$ cat config.mk
export PLATFORM = sky130hd
export DESIGN_NAME = heartbeat_rate_meter
export DESIGN_NICKNAME = d
export VERILOG_FILES = /design/src/rtl/heartbeat_rate_meter.sv
export SDC_FILE = /design/constraint.sdc
export NUM_CORES = 1
export LEC_CHECK = 0
export CAP_MARGIN = 20
export CORE_ASPECT_RATIO = 0.75
export CORE_MARGIN = 3
export CORE_UTILIZATION = 35
export DETAILED_ROUTE_END_ITERATION = 10
export PLACE_DENSITY = 0.48
export SLEW_MARGIN = 30
export SYNTH_ARGS = -nofsm -noshare
export SYNTH_HDL_FRONTEND = slang
export SYNTH_SLANG_ARGS = --single-unit
export TNS_END_PERCENT = 50
$ cat constraint.sdc
create_clock -name clk -period 3.82 [get_ports clk]
set_clock_uncertainty 0.2 [all_clocks]
set_input_delay 0.764 -clock clk [delete_from_list [all_inputs] [get_ports clk]]
set_output_delay 0.764 -clock clk [all_outputs]
set_load 0.05 [all_outputs]
$ cat src/rtl/heartbeat_rate_meter.sv
// Heartbeat rate meter.
// Synchronises a raw beat pulse, detects rising edges, rejects bounce with a
// refractory interval, counts accepted beats over a fixed window and keeps a
// moving average of the last 2^AVG_LOG2 window counts.
module heartbeat_rate_meter #(
    parameter int CNT_W          = 8,
    parameter int WIN_CYCLES     = 1000,
    parameter int SYNC_STAGES    = 2,
    parameter int REFRACT_CYCLES = 50,
    parameter int AVG_LOG2       = 2
) (
    input  logic             clk,
    input  logic             reset,
    input  logic             enable,
    input  logic             pulse_in,
    output logic             beat_strobe,
    output logic [CNT_W-1:0] rate_out,
    output logic             rate_valid,
    output logic             overflow,
    output logic [CNT_W-1:0] avg_out,
    output logic             avg_valid
);

    localparam int WIN_W  = (WIN_CYCLES > 1) ? $clog2(WIN_CYCLES) : 1;
    localparam int REFR_W = (REFRACT_CYCLES > 0) ? $clog2(REFRACT_CYCLES + 1) : 1;
    localparam int DEPTH  = 1 << AVG_LOG2;
    localparam int SUM_W  = CNT_W + AVG_LOG2;
    localparam int FILL_W = AVG_LOG2 + 1;

    // Synchroniser and edge detector state
    logic [SYNC_STAGES-1:0] sync_q;
    logic                   sync_prev_q;

    // Measurement state
    logic [WIN_W-1:0]  win_cnt_q,   win_cnt_d;
    logic [REFR_W-1:0] refr_cnt_q,  refr_cnt_d;
    logic [CNT_W-1:0]  count_q,     count_d;
    logic              ovf_pend_q,  ovf_pend_d;
    logic              beat_q,      beat_d;
    logic [CNT_W-1:0]  rate_q,      rate_d;
    logic              rate_vld_q,  rate_vld_d;
    logic              ovf_q,       ovf_d;

    // Moving-average state
    logic [CNT_W-1:0]  hist_q [DEPTH];
    logic [SUM_W-1:0]  sum_q,       sum_d;
    logic [AVG_LOG2-1:0] wr_ptr_q,  wr_ptr_d;
    logic [FILL_W-1:0] fill_q,      fill_d;
    logic [CNT_W-1:0]  avg_q,       avg_d;
    logic              avg_vld_q,   avg_vld_d;

    // Decoded per-cycle events
    logic             edge_det;
    logic             accept;
    logic             terminal;
    logic             cnt_max;
    logic             inc;
    logic             sat_hit;
    logic [CNT_W-1:0] cnt_plus;

    // Shift the raw pulse through the synchroniser and remember the previous synced level
    always_ff @(posedge clk or posedge reset) begin
        if (reset) begin
            sync_q      <= '0;
            sync_prev_q <= 1'b0;
        end else begin
            sync_q      <= {sync_q[SYNC_STAGES-2:0], pulse_in};
            sync_prev_q <= sync_q[SYNC_STAGES-1];
        end
    end

    // Decode edge acceptance, terminal cycle and saturating increment
    always_comb begin
        edge_det = sync_q[SYNC_STAGES-1] & ~sync_prev_q;
        accept   = enable & edge_det & (refr_cnt_q == '0);
        terminal = enable & (win_cnt_q == WIN_W'(WIN_CYCLES - 1));
        cnt_max  = (count_q == '1);
        inc      = accept & ~cnt_max;
        sat_hit  = accept & cnt_max;
        cnt_plus = count_q + CNT_W'(inc);
    end

    // Next state for window, refractory, beat count and published rate
    always_comb begin
        win_cnt_d  = '0;
        refr_cnt_d = '0;
        count_d    = '0;
        ovf_pend_d = 1'b0;
        beat_d     = accept;
        rate_vld_d = terminal;
        rate_d     = rate_q;
        ovf_d      = ovf_q;
        if (enable) begin
            win_cnt_d = terminal ? '0 : win_cnt_q + WIN_W'(1);
            if (accept) begin
                refr_cnt_d = REFR_W'(REFRACT_CYCLES);
            end else if (refr_cnt_q != '0) begin
                refr_cnt_d = refr_cnt_q - REFR_W'(1);
            end
            if (terminal) begin
                // A beat on the terminal cycle still belongs to the closing window
                rate_d = cnt_plus;
                ovf_d  = ovf_pend_q | sat_hit;
            end else begin
                count_d    = cnt_plus;
                ovf_pend_d = ovf_pend_q | sat_hit;
            end
        end
    end

    // Next state for the running sum, history pointer, fill level and average
    always_comb begin
        sum_d     = sum_q;
        wr_ptr_d  = wr_ptr_q;
        fill_d    = fill_q;
        avg_d     = avg_q;
        avg_vld_d = 1'b0;
        if (rate_vld_q) begin
            sum_d     = sum_q + SUM_W'(rate_q) - SUM_W'(hist_q[wr_ptr_q]);
            wr_ptr_d  = wr_ptr_q + AVG_LOG2'(1);
            fill_d    = (fill_q == FILL_W'(DEPTH)) ? fill_q : fill_q + FILL_W'(1);
            avg_d     = sum_d[SUM_W-1:AVG_LOG2];
            avg_vld_d = (fill_d == FILL_W'(DEPTH));
        end
    end

    // Register measurement and averaging state
    always_ff @(posedge clk or posedge reset) begin
        if (reset) begin
            win_cnt_q  <= '0;
            refr_cnt_q <= '0;
            count_q    <= '0;
            ovf_pend_q <= 1'b0;
            beat_q     <= 1'b0;
            rate_q     <= '0;
            rate_vld_q <= 1'b0;
            ovf_q      <= 1'b0;
            sum_q      <= '0;
            wr_ptr_q   <= '0;
            fill_q     <= '0;
            avg_q      <= '0;
            avg_vld_q  <= 1'b0;
        end else begin
            win_cnt_q  <= win_cnt_d;
            refr_cnt_q <= refr_cnt_d;
            count_q    <= count_d;
            ovf_pend_q <= ovf_pend_d;
            beat_q     <= beat_d;
            rate_q     <= rate_d;
            rate_vld_q <= rate_vld_d;
            ovf_q      <= ovf_d;
            sum_q      <= sum_d;
            wr_ptr_q   <= wr_ptr_d;
            fill_q     <= fill_d;
            avg_q      <= avg_d;
            avg_vld_q  <= avg_vld_d;
        end
    end

    // History of published window counts, overwritten oldest-first
    always_ff @(posedge clk or posedge reset) begin
        if (reset) begin
            for (int i = 0; i < DEPTH; i++) begin
                hist_q[i] <= '0;
            end
        end else if (rate_vld_q) begin
            hist_q[wr_ptr_q] <= rate_q;
        end
    end

    assign beat_strobe = beat_q;
    assign rate_out    = rate_q;
    assign rate_valid  = rate_vld_q;
    assign overflow    = ovf_q;
    assign avg_out     = avg_q;
    assign avg_valid   = avg_vld_q;

endmodule

==> run metrics, run 1 <==
crit end category=register; area delta synth->final=15.37%; Post-Place Setup Slack=383.1 ps; Tot GR Track Use=13.69%; Clock transition at path regs=70 ps; Yosys top cell by area=dfrtp_1; final hold vios=0; layout cells sized above 1=8.609%; GPL Wtd Cong=0.7436; ANT cells=0; clk_lat worst skew=340 ps; DRC viols=0; via count=2931; Internal=0.001613 W; Arrival @ worst endpoint=3440 ps; Worst Tran Pin Value=643.0 ps; Flop pwr share=45.8%; Die Y=103.3 microns; # rows=34; Setup Fix Bufs, Post-CTS=0; post-cts sizing count=0; top-count cell post-synth=dfrtp_1; maxcap violations=0; Startpoint Class=register; critical path class=reg -> reg; pwr/cell area=419.0 nW/um^2; Max Root-Sink Buffers=2; Antenna Nets Post-Route=0; Main synth FF type=dfrtp_1; maximum VDD drop=0.2400 mV; reg2reg setup slack=390 ps; switching share of power=24.49%; antenna violations before repair=0; placed cell area=4771 sq um; first-pass GRT wire length=15090 microns; Pins Over Slew Limit=0; combinational share of power=8.9%; Die Width=135.8 microns; Leak Pwr=2.276 nW; I/O Buffers=23; FFs w/ async S/R, synth=100.0%; number of global-route vias before repair=2942; GRT overflow=0; CTS Buf Count=9; TritonRoute pass-1 iters=4; die footprint=14030 sq um; Synth warnings=0; post-synthesis register bit count=87; RSZ-0062 raised after global routing=false; syn_nets=463; Worst EP required=3830 ps; core area=11950 sq um; CTS tree=built; wire length per cell=14.10 microns; Final Cycle Share=89.80%; Routed Wire Length=8670 microns; cells after synthesis=431; post-route design area=5099 sq um; # setup viols final=0; post-layout util=42.65%; Inst Count DP=599; status=completed; syn avg cell area=10.25 sq um; Crit Path Max Fanout=6; Hold-fix buffers, CTS=0; sequential-to-total area share from yosys stat=49.26%; DP HPWL=6218 microns; largest net degree at the start of global routing=53; Setup TNS=0 ps; Root Driver=clkbuf_16; starting density of the core=36.97%; Slew headroom=57.08%; Sw Pwr=0.0005232 W; drt initial violations=128; Area contributors post-synth=dfrtp_1, ha_1, nand2_1, o21ai_0, mux4_2; Via density=4.766; Cell Area, Synth=4419 sq um; number of synthesized flops with an enable pin=0; Layout Cells excl Fill=615; top cell type's share of synthesized area=49.26%; post-synthesis cell type count=48; Final nets=480; final worst slack=389.8 ps; H-Tree Depth=3; class of the worst hold path=reg -> reg; Final min period=3430 ps; Top Ports=24; fmax=291.5 MHz; CTS sink count=87; clock network power share=45.3%; top post-synthesis cells by count=dfrtp_1, nand2_1, inv_1
==> critical path: stages (launching register included) <==
cell	delay, ps
dfrtp_1	440
buf_4	200
mux4_2	520
fa_1	550
inv_1	60
ha_1	320
a211oi_2	240
o21a_1	220
nor2_1	90
or3_1	350
o311ai_0	120
==> logic make-up (layout without fill, tap and decap cells) <==
family | count (synthesis) | count (layout) | synth area share [%]
flops | 87 | 87 | 49.26
fa+ha+maj | 28 | 28 | 9.286
buf+inv | 65 | 87 | 6.569
simple gates | 131 | 131 | 13.34
xor+xnor | 22 | 22 | 4.360
compound gates | 82 | 82 | 10.93
mux | 16 | 16 | 6.257
==> placed cells by master (no fill, tap or decap), types with 4 or more instances in the layout <==
cell             Yosys  routed
mux2_2               5       5
a21oi_1              9       9
xnor2_1             12      12
fa_1                 8       8
ha_1                20      20
nand2_1             59      59
nor2_1              38      38
o21ai_1              8       8
xor2_1              10      10
clkdlybuf4s50_1      0      23
nand3_1              6       6
clkbuf_16            0       9
mux4_2               8       8
nor3_1               4       4
o21a_1               4       4
a211oi_1             4       4
and3_1               6       6
dfrtp_1             87      87
nand4_1              4       4
inv_1               44      43
o21ai_0             42      42
==> worst paths after layout <==
kind / start / end / depth (start not counted)
max in group asynchronous: reset / hist_q[30] / 3
min reg2reg: sync_q[0] / sync_q[1] / 0
min in group asynchronous: reset / rate_out[1] / 2
max reg2reg: wr_ptr_q[0] / sum_q[7] / 10
max: wr_ptr_q[0] / sum_q[7] / 10
min: sync_q[0] / sync_q[1] / 0
==> area by class of cell <==
type	instances	area (sq um)
multi-input combinational	279	1952
timing repair buffer	27	272.8
sequential	87	2177
fill	1132	6855
inverter	44	166.4
clock inverter	7	102.6
tap	162	202.7
clock buffer	9	225.2
==> per-layer routing <==
metal | vias to the layer above | routed length, microns | track usage [%]
li1 | 1475 | - | -
met1 | 1408 | 4802 | 20.95
met2 | 35 | 3512 | 19.19
met3 | 13 | 220 | 3.046
met4 | 0 | 134 | 4.493
met5 | - | 0 | 0
==> per-stage QoR <==
step | total power, W | hold WS (ps)
final | 0.002136 | 159.4
after global routing | 0.002235 | 176.3
after CTS | 0.002170 | 165.2
after detailed placement | 0.001189 | 149.8
after global placement | 0.001185 | 134.6
after floorplan | 0.001141 | 131.2
==> sequential cells by signal (all words and copies together), names as in the netlist <==
register     count
refr_cnt_q       6
wr_ptr_q         2
sync_prev_q      1
sum_q           10
fill_q           3
win_cnt_q       10
rate_out         8
beat_strobe      1
sync_q           2
ovf_pend_q       1
rate_valid       1
hist_q          32
overflow         1
avg_valid        1
count_q          8
==> power by group through the flow <==
| stage | Clock, W | Combinational, W | Sequential, W |
|---|---|---|---|
| after detailed placement | 0 | 0.000194 | 0.000995 |
| after CTS | 0.000997 | 0.000195 | 0.000978 |
| final | 0.000967 | 0.000191 | 0.000978 |
| after global routing | 0.00103 | 0.000222 | 0.000981 |
| after global placement | 0 | 0.000191 | 0.000995 |
| after floorplan | 0 | 0.000148 | 0.000993 |
No activity file was read; power rests on OpenSTA's default activity.
==> run 2, diff against run 1 <==
CORE_UTILIZATION = 45   (was 35)
PLACE_DENSITY = 0.6   (was 0.48)
==> run 2 against run 1 <==
  * Die area decreased by 21%
  * Sequential share of layout area grew 0.82 points
  * Worst setup slack got worse by 74 ps
  * Clock power is 17% lower
  * Combinational power about the same
  * Via count is 1.7% higher
  * Flip-flop and latch count stayed put
  * Critical endpoint is now sum_q[9]
==> run metrics, run 2 (synthesis results as in run 1) <==
CP max stage delay=560 ps (was 550 ps); Setup Fix Bufs, Post-CTS=0 (unchanged); maximum VDD drop=0.2218 mV (was 0.2400 mV); Final Cycle Share=91.73% (was 89.80%); R2R depth=10 (unchanged); placed cell area=4728 sq um (was 4771 sq um); final hold vios=0 (unchanged); post-route design area=5002 sq um (was 5099 sq um); starting density of the core=47.47% (was 36.97%); Die Width=120.4 microns (was 135.8 microns); Setup TNS=0 ps (unchanged); H-Tree Depth=3 (unchanged); # setup viols final=0 (unchanged); TritonRoute pass-1 iters=4 (unchanged); ANT cells=0 (unchanged); drt initial violations=190 (was 128); antenna violations before repair=0 (unchanged); Max Root-Sink Buffers=2 (unchanged); critical path class=reg -> reg (unchanged); Hold-fix buffers, CTS=0 (unchanged); first-pass GRT wire length=14910 microns (was 15090 microns); Routed Wire Length=8443 microns (was 8670 microns); Hold Path Depth=0 (unchanged); Largest register FFs=32 (unchanged); Root Driver=clkbuf_16 (unchanged); Top Ports=24 (unchanged); number of global-route vias before repair=3000 (was 2942); DRC viols=0 (unchanged); CTS tree=built (unchanged); Crit Path Max Fanout=7 (was 6); wire length per cell=14.53 microns (was 14.10 microns); # rows=30 (was 34); Worst EP required=3820 ps (was 3830 ps); CTS Buf Count=9 (unchanged); Startpoint Class=register (unchanged); via count=2980 (was 2931); post-cts sizing count=0 (unchanged); commonest non-fill, non-tap cell in the layout=dfrtp_1 (unchanged); class of the worst hold path=reg -> reg (unchanged); I/O Buffers=23 (unchanged); largest net degree at the start of global routing=88 (was 53); cell family with most CP delay=compound AO/OA/AOI/OAI gates (was adder cells); Final min period=3504 ps (was 3430 ps); maxcap violations=0 (unchanged); layout cells sized above 1=8.389% (was 8.609%); CP max stage cell=dfrtp_1 (was fa_1); worst path bufs/invs=2 (unchanged); clk_lat worst skew=340 ps (about the same); DP HPWL=5962 microns (was 6218 microns); CP most frequent cell=o311ai_1; status=completed (unchanged); Most flops, register=hist_q (unchanged); Leak Pwr=2.239 nW (was 2.276 nW); area delta synth->final=13.19% (was 15.37%); Clock transition at path regs=70 ps (about the same); GRT overflow=0 (unchanged); Final nets=480 (unchanged); Via density=5.129 (was 4.766); largest registers=hist_q x32, sum_q x10, win_cnt_q x10 (unchanged); Antenna Nets Post-Route=0 (unchanged); GPL Wtd Cong=0.8252 (was 0.7436); Die Y=91.82 microns (was 103.3 microns); Arrival @ worst endpoint=3500 ps (was 3440 ps); critical path depth=10 (unchanged); most frequent cells in the layout=dfrtp_1, nand2_1, inv_1 (unchanged); fmax=285.4 MHz (was 291.5 MHz); Slew headroom=55.48% (was 57.08%); Pins Over Slew Limit=0 (unchanged); CTS sink count=87 (unchanged); core area=9309 sq um (was 11950 sq um); pwr/cell area=394.6 nW/um^2 (was 419.0 nW/um^2); RSZ-0062 raised after global routing=false (unchanged); Tot GR Track Use=17.05% (was 13.69%); crit end category=register (unchanged); die footprint=11060 sq um (was 14030 sq um); CP Cell Sequence=buf_4, mux4_2, fa_1, inv_1, ha_1, o21ai_1, o21a_1, o41a_1, o311ai_1, o311ai_1 (was buf_4, mux4_2, fa_1, inv_1, ha_1, a211oi_2, o21a_1, nor2_1, or3_1, o311ai_0); Worst Tran Pin Value=667.8 ps (was 643.0 ps)
run 2: metal layers:
layer	routed length, microns	track usage (%)	up-vias
met2	3590	23.57	53
met3	347	4.686	4
met4	51	4.623	0
met5	0	0	-
li1	-	-	1473
met1	4454	26.22	1450
run 2: final timing paths:
check / startpoint / endpoint / slack, ps
min in group asynchronous: reset / count_q[3] / 630
worst min register to register: sync_q[0] / sync_q[1] / 150
worst min-delay path: sync_q[0] / sync_q[1] / 150
worst max register to register: wr_ptr_q[0] / sum_q[9] / 320
max in group asynchronous: reset / win_cnt_q[3] / 2400
worst max-delay path: wr_ptr_q[0] / sum_q[9] / 320
run 2: per-stage QoR:
step	worst slack, ps	hold slack, ps	total power (W)	util (%)	cells
6_report	316.0	152.7	0.001974	53.74	581
2_1_floorplan	518.5	131.2	0.001141	-	431
4_1_cts	295.1	156.3	0.002000	53.74	581
5_1_grt	53.04	165.6	0.002068	53.74	581
3_3_place_gp	391.2	132.1	0.001183	50.79	565
3_5_place_dp	320.3	141.8	0.001187	50.79	565
run 2: cell type report:
class,count,area [sq um]
fill,860,4307
sequential,87,2177
multi-input combinational,279,1952
timing repair buffer,27,272.8
clock buffer,10,229.0
inverter,44,166.4
tap,128,160.2
clock inverter,6,45.04
run 2: report_power, final:
part / total [W] / internal [W] / switching [W]
Combinational: 0.000189 / 0.0000785 / 0.000110
Sequential: 0.000980 / 0.000953 / 0.0000269
Clock: 0.000805 / 0.000443 / 0.000363
Total: 0.00197 / 0.00147 / 0.000500
==> run 3, diff against run 2 <==
clock period = 3.9 ns   (was 3.82 ns; I/O delays follow)
==> results of run 3 <==
Same layout as run 2 (identical final DEF). Status: completed.
Main changes from that run: final weighted congestion in routability-driven placement 0.8252 -> 0.8228; setup slack after placement 320.3 ps -> 400.3 ps; setup slack after layout 316.0 ps -> 396.0 ps; register-to-register setup slack 320 ps -> 400 ps; total power 0.001974 W -> 0.001934 W; worst IR drop on VDD 0.2218 mV -> 0.2173 mV
